--- src/rtl/uart_tx_arbiter_pkg.sv ---
// rtl/uart_tx_arbiter_pkg.sv - shared types and widths for the uart_tx arbiter slice
package uart_tx_arbiter_pkg;

    localparam int UART_BYTE_W = 8;

    typedef enum logic [1:0] {
        IDLE,
        SEND,
        WAIT_HI,
        WAIT_LO
    } uart_arb_state_t;

endpackage

--- src/rtl/uart_tx_arbiter_if.sv ---
// rtl/uart_tx_arbiter_if.sv - requester byte streams plus uart_tx side signals of the arbiter
interface uart_tx_arbiter_if
    import uart_tx_arbiter_pkg::*;
#(
    parameter int N_REQ = 4
);
    logic [N_REQ*UART_BYTE_W-1:0] req_data;
    logic [N_REQ-1:0]             req_valid;
    logic [N_REQ-1:0]             req_last;
    logic [N_REQ-1:0]             req_ready;
    logic [UART_BYTE_W-1:0]       tx_data;
    logic                         tx_send;
    logic                         tx_busy;
    logic [N_REQ-1:0]             grant;
    logic                         tx_err;

    modport slave (
        input  req_data, req_valid, req_last, tx_busy,
        output req_ready, tx_data, tx_send, grant, tx_err
    );

    modport master (
        output req_data, req_valid, req_last, tx_busy,
        input  req_ready, tx_data, tx_send, grant, tx_err
    );
endinterface

--- src/rtl/uart_tx_arbiter_rr_arbiter.sv ---
// rtl/uart_tx_arbiter_rr_arbiter.sv - combinational round-robin pick, search starts at ptr+1
module rr_arbiter #(
    parameter int N  = 4,
    parameter int IW = (N > 1) ? $clog2(N) : 1
) (
    input  logic [N-1:0]  req,
    input  logic [IW-1:0] ptr,
    output logic [N-1:0]  gnt,
    output logic [IW-1:0] idx
);
    logic          found;
    logic [IW-1:0] cand;

    always_comb begin
        gnt   = '0;
        idx   = '0;
        found = 1'b0;
        cand  = '0;
        // k=N wraps back to ptr itself, so the last owner is considered last
        for (int k = 1; k <= N; k++) begin
            cand = IW'((int'(ptr) + k) % N);
            if (!found && req[cand]) begin
                found     = 1'b1;
                gnt[cand] = 1'b1;
                idx       = cand;
            end
        end
    end
endmodule

--- src/rtl/uart_tx_arbiter.sv ---
// rtl/uart_tx_arbiter.sv - round-robin sharing of one uart_tx between N_REQ byte streams
// Optional UART_ARB_LOCK_EN keeps a channel owning the uart until it sends a req_last byte.
module uart_tx_arbiter
    import uart_tx_arbiter_pkg::*;
#(
    parameter int N_REQ         = 4,
    parameter int BUSY_WAIT_MAX = 8
) (
    input logic             clk,
    input logic             rst,
    uart_tx_arbiter_if.slave bus
);
    localparam int IW = (N_REQ > 1) ? $clog2(N_REQ) : 1;
    localparam int CW = $clog2(BUSY_WAIT_MAX + 1);

    uart_arb_state_t        state, state_nxt;
    logic [IW-1:0]          ptr;
    logic [N_REQ-1:0]       grant_q;
    logic [N_REQ-1:0]       elig;
    logic [N_REQ-1:0]       win_gnt;
    logic [IW-1:0]          win_idx;
    logic [UART_BYTE_W-1:0] win_data;
    logic [UART_BYTE_W-1:0] data_q;
    logic [CW-1:0]          cnt;
    logic                   err_q;
    logic                   accept;
    logic                   timeout;

`ifdef UART_ARB_LOCK_EN
    logic lock;
    // grant_q still names the last winner, which is the only channel allowed while locked
    assign elig = lock ? (bus.req_valid & grant_q) : bus.req_valid;
`else
    assign elig = bus.req_valid;
`endif

    rr_arbiter #(.N(N_REQ)) u_rr (
        .req (elig),
        .ptr (ptr),
        .gnt (win_gnt),
        .idx (win_idx)
    );

    always_comb begin
        win_data = '0;
        for (int i = 0; i < N_REQ; i++) begin
            if (win_gnt[i]) win_data = bus.req_data[i*UART_BYTE_W +: UART_BYTE_W];
        end
    end

    assign timeout = (state == WAIT_HI) && !bus.tx_busy && (cnt == CW'(BUSY_WAIT_MAX - 1));

    always_comb begin
        state_nxt     = state;
        accept        = 1'b0;
        bus.req_ready = '0;
        bus.tx_send   = 1'b0;
        case (state)
            IDLE: begin
                // tx_busy gate keeps us off a frame still running from before a reset
                if (!rst && !bus.tx_busy && |win_gnt) begin
                    accept        = 1'b1;
                    bus.req_ready = win_gnt;
                    state_nxt     = SEND;
                end
            end
            SEND: begin
                bus.tx_send = 1'b1;
                state_nxt   = WAIT_HI;
            end
            WAIT_HI: begin
                if (bus.tx_busy)  state_nxt = WAIT_LO;
                else if (timeout) state_nxt = IDLE;
            end
            WAIT_LO: begin
                if (!bus.tx_busy) state_nxt = IDLE;
            end
            default: state_nxt = IDLE;
        endcase
    end

    always_ff @(posedge clk or posedge rst) begin
        if (rst) begin
            state   <= IDLE;
            ptr     <= IW'(N_REQ - 1);
            grant_q <= '0;
            data_q  <= '0;
            cnt     <= '0;
            err_q   <= 1'b0;
`ifdef UART_ARB_LOCK_EN
            lock    <= 1'b0;
`endif
        end else begin
            state <= state_nxt;
            if (accept) begin
                data_q  <= win_data;
                grant_q <= win_gnt;
                ptr     <= win_idx;
`ifdef UART_ARB_LOCK_EN
                lock    <= !bus.req_last[win_idx];
`endif
            end
            // cnt holds clocks elapsed since the tx_send cycle
            if (state == SEND)                         cnt <= CW'(1);
            else if (state == WAIT_HI && !bus.tx_busy) cnt <= cnt + 1'b1;
            else                                       cnt <= '0;
            if (timeout) err_q <= 1'b1;
        end
    end

    assign bus.tx_data = data_q;
    assign bus.grant   = grant_q;
    assign bus.tx_err  = err_q;
endmodule
--- src/flat_wrapper.sv ---
// flat-port wrapper written by rule: the top's interface ports become plain ports
module uart_tx_arbiter_flat import uart_tx_arbiter_pkg::*;
#(
    parameter int N_REQ         = 4,
    parameter int BUSY_WAIT_MAX = 8
)
  (clk, rst, bus_req_data, bus_req_valid, bus_req_last, bus_tx_busy, bus_req_ready, bus_tx_data, bus_tx_send, bus_grant, bus_tx_err);
  uart_tx_arbiter_if #(.N_REQ(N_REQ)) bus_i ();
  input logic clk;
  input logic rst;
  input wire logic [$bits(bus_i.req_data)-1:0] bus_req_data;
  input wire logic [$bits(bus_i.req_valid)-1:0] bus_req_valid;
  input wire logic [$bits(bus_i.req_last)-1:0] bus_req_last;
  input wire logic [$bits(bus_i.tx_busy)-1:0] bus_tx_busy;
  output wire logic [$bits(bus_i.req_ready)-1:0] bus_req_ready;
  output wire logic [$bits(bus_i.tx_data)-1:0] bus_tx_data;
  output wire logic [$bits(bus_i.tx_send)-1:0] bus_tx_send;
  output wire logic [$bits(bus_i.grant)-1:0] bus_grant;
  output wire logic [$bits(bus_i.tx_err)-1:0] bus_tx_err;
  assign bus_i.req_data = bus_req_data;
  assign bus_i.req_valid = bus_req_valid;
  assign bus_i.req_last = bus_req_last;
  assign bus_i.tx_busy = bus_tx_busy;
  assign bus_req_ready = bus_i.req_ready;
  assign bus_tx_data = bus_i.tx_data;
  assign bus_tx_send = bus_i.tx_send;
  assign bus_grant = bus_i.grant;
  assign bus_tx_err = bus_i.tx_err;
  uart_tx_arbiter #(.N_REQ(N_REQ), .BUSY_WAIT_MAX(BUSY_WAIT_MAX)) u_core (.clk(clk), .rst(rst), .bus(bus_i));
endmodule
--- config.mk ---
export PLATFORM = sky130hd
export DESIGN_NAME = uart_tx_arbiter_flat
export DESIGN_NICKNAME = d
export VERILOG_FILES = /design/src/rtl/uart_tx_arbiter_pkg.sv /design/src/rtl/uart_tx_arbiter_if.sv /design/src/rtl/uart_tx_arbiter_rr_arbiter.sv /design/src/rtl/uart_tx_arbiter.sv /design/src/flat_wrapper.sv
export SDC_FILE = /design/constraint.sdc
export NUM_CORES = 1
export LEC_CHECK = 0
export CAP_MARGIN = 20
export CORE_ASPECT_RATIO = 0.8
export CORE_UTILIZATION = 40
export CTS_CLUSTER_SIZE = 40
export DETAILED_ROUTE_END_ITERATION = 12
export PLACE_DENSITY_LB_ADDON = 0.15
export SETUP_SLACK_MARGIN = 0.3
export SLEW_MARGIN = 15
export SYNTH_ARGS = -nofsm -noshare
export SYNTH_HDL_FRONTEND = slang
export SYNTH_SLANG_ARGS = --single-unit
--- constraint.sdc ---
create_clock -name clk -period 3.5 [get_ports clk]
set_input_delay 0.7 -clock clk [delete_from_list [all_inputs] [get_ports clk]]
set_output_delay 0.7 -clock clk [all_outputs]
set_load 0.01 [all_outputs]
==> metrics.txt <==
Place WS=-0.4646 ns; core area=3829 um2; endpoints failing setup=1; die width=73.21 um; Slowest cell on crit path=dfstp_2; Initial DRC Count=84; max-capacitance violation count=0; area leader, netlist=dfrtp_1; achievable frequency=0.2792 GHz; First-pass DRT Iterations=4; Int Pwr=1.435 mW; switching portion of total power=0.4378; area of the die=~4300 um2; synth-to-layout area growth=62.30%; met1 usage=0.2974; violated checks=setup timing; non-filler instance count after layout=312; Area contributors post-synth=dfrtp_1 (29%), ha_1 (6.9%), a221oi_1 (4.9%); DR WL/cell=15.70 um; fin nets=310; CP Launch Type=flop; global routing usage on met3=0.03571; Avg Cell Area, Syn=9.776 um2; critical-path maximum fanout=5; HP Start=u_core.bus.grant[3]$_DFFE_PP0P_; clock sink count=21; global route overflow=0; Final WS setup=-0.08103 ns; DRC=0; sequential cell area=528.0 um2; largest net degree at the start of global routing=25; CP required=2.80 ns; Worst Hold Path EP=u_core.bus.grant[3]$_DFFE_PP0P_; Worst Hold Class=reg2reg; vias in the first global route=1639; H-tree depth=1; Worst Setup End Kind=output pin; critical path's largest stage delay=between 0.6 and 0.7 ns; outcome=complete, but fails checks; R2R Setup Slk=0.41 ns; end of the worst register-to-register path=u_core.bus.tx_data[3]$_DFFE_PP0P_; RD Place Congestion=0.8337; die height=58.97 um; final WL=4897 um; sw power=1.117 mW; proportion of layout cells with a drive suffix above 1=0.2879; PD cells=969.2 nW/um2; Slew Limit Headroom=0.7299; number of synthesized register bits=21; Netlist Area Pre-Place=1623 um2; Yosys cell types=49; first-pass GRT wire length=7562 um; Hold Crit Depth=1; Seq/Total Area, Yosys=0.3254; vias per inst=around 5.5; FP Rows=20; busiest grt layer=met2; grt met2 use=0.3981; port bufs=56; final period utilization=1.023; Final TNS setup=-0.08103 ns; placed insts=298; worst ir drop on vdd=0.4876 mV; Worst-Skew Late Latency=0.27 ns; synth cell count leaders=dfrtp_1 (19), nand2_1 (19), o22ai_1 (12); ANT nets after route=0; FF-to-FF Start=u_core.ptr[0]$_DFFE_PP1P_; Initial Util=0.4239; Ports=61; Layout fillers=307; Reg2Reg Depth=11; Gate Count Post-Synth=166; GRT Util Overall=0.2284; WP data arrival=2.88 ns; Inserted Diodes=0; max-slew violation count=0; CTS Hold Bufs=0; Leakage=1.149 nW; final worst path period need=approximately 3.6 ns; cells along the critical path=inv_8, ha_4, mux4_2, buf_4, buf_6, a21o_1, a21oi_4, o221ai_4, o31ai_4, nor2b_2, buf_2; Post-synth EDFFs=0; Final Hold Viols=0; Inserted Clock Buffers=3; Reg clk slew, reported paths=0.08 ns; Final Hold Slack=around 0.48 ns; Layout Skew=0.006772 ns; CTS Buffer Depth=2; Slew @ Worst Pin=0.4044 ns; area of the multi-input gates=1114 um2; register share of total power=0.160; Logic pwr share=0.775; Post-synth top flop=dfrtp_1; syn_nets=between 200 and 250; initial antenna violation count=0; post-synth top area share=0.2930; Synth async-reset ratio=1.000; total number of vias=1706; clock root buffer=clkbuf_8; unrepaired setup endpoints after global routing=yes; Synth warnings=0; DP HPWL=between 3000 and 4000 um; CTS tree=built; clock group share of total power=0.064; Crit Path Class=reg2out
==> power groups by stage <==
| stage | Sequential, mW | Clock [mW] | Combinational, mW |
|---|---|---|---|
| floorplan | 0.443 | 0 | 1.04 |
| finish | 0.409 | 0.164 | 1.98 |
| CTS | 0.407 | 0.168 | 1.78 |
| global route | 0.420 | 0.174 | 2.12 |
| global placement | 0.406 | 0 | 1.63 |
| detailed placement | 0.412 | 0 | 1.67 |
==> through the flow <==
stage          utilization  cell area, um2  total power, mW
6_report            0.6879            2634            2.553
5_1_grt             0.6879            2634            2.713
4_1_cts             0.6676            2556            2.353
3_5_place_dp        0.6389            2446            2.081
3_3_place_gp        0.6389            2446            2.032
2_1_floorplan            -            1669            1.479
==> worst max-delay path: cells and delay by family (launching register included) <==
kind,cells,cell delay (ns)
compound gates,4,0.72
fa+ha+maj,1,0.30
buf+inv,4,0.48
flops,1,0.64
mux,1,0.39
simple gates,1,0.09
==> worst max path at each step <==
| stage | startpoint | end | slack, ns |
|---|---|---|---|
| finish | u_core.ptr[0]$_DFFE_PP1P_ | bus_req_ready[2] | -0.08 |
| global route | u_core.ptr[0]$_DFFE_PP1P_ | bus_req_ready[2] | -0.16 |
| CTS | u_core.ptr[0]$_DFFE_PP1P_ | bus_req_ready[2] | -0.05 |
| detailed placement | bus_req_valid[2] | bus_req_ready[2] | -0.46 |
| global placement | bus_req_valid[2] | bus_req_ready[2] | -0.41 |
| floorplan | u_core.ptr[0]$_DFFE_PP1P_ | bus_req_ready[2] | 0.09 |
==> per-layer routing <==
layer,up-vias,part of all wire
met5,-,0
met4,0,0.012
met3,6,0.036
met2,32,0.50
met1,848,0.45
li1,820,-
==> sequential cells by signal (all words and copies together) (netlist names) <==
register            cells
u_core.ptr              2
u_core.bus.tx_data      8
u_core.state            2
u_core.cnt              4
u_core.bus.grant        4
u_core.bus.tx_err       1
==> cells by family after synthesis <==
logic type,share of synthesized area
AOI/OAI and AO/OA,0.3207
and+or+nand+nor,0.1611
DFF,0.3254
buffers and inverters,0.04472
adders and majority gates,0.06939
muxes,0.06245
xor gates and xnor gates,0.01619
==> placed cells by master (no fill, tap or decap), drive strengths merged, types with 5 or more instances in the layout <==
cell type / count
clkdlybuf4s50: 48
inv: 7
a221oi: 10
buf: 42
dfrtp: 19
o22ai: 12
nor2b: 5
a21o: 5
nand2: 19
ha: 9
o31ai: 10
nor2: 9
==> timing repair <==
item / CTS / global route
setup buffers: 5 / 5
gates resized for setup: 17 / 19
pin swaps: 4 / 2
endpoints found under the setup margin: 4 / 8
==> area by class of cell <==
type                       instances  share of cell area
multi-input combinational        130              0.4228
timing repair buffer              95              0.3202
sequential                        21              0.2005
tap                               55             0.02613
clock buffer                       3             0.01568
inverter                           7             0.01283
clock inverter                     1            0.001900
Power figures use the tool's default switching activity.
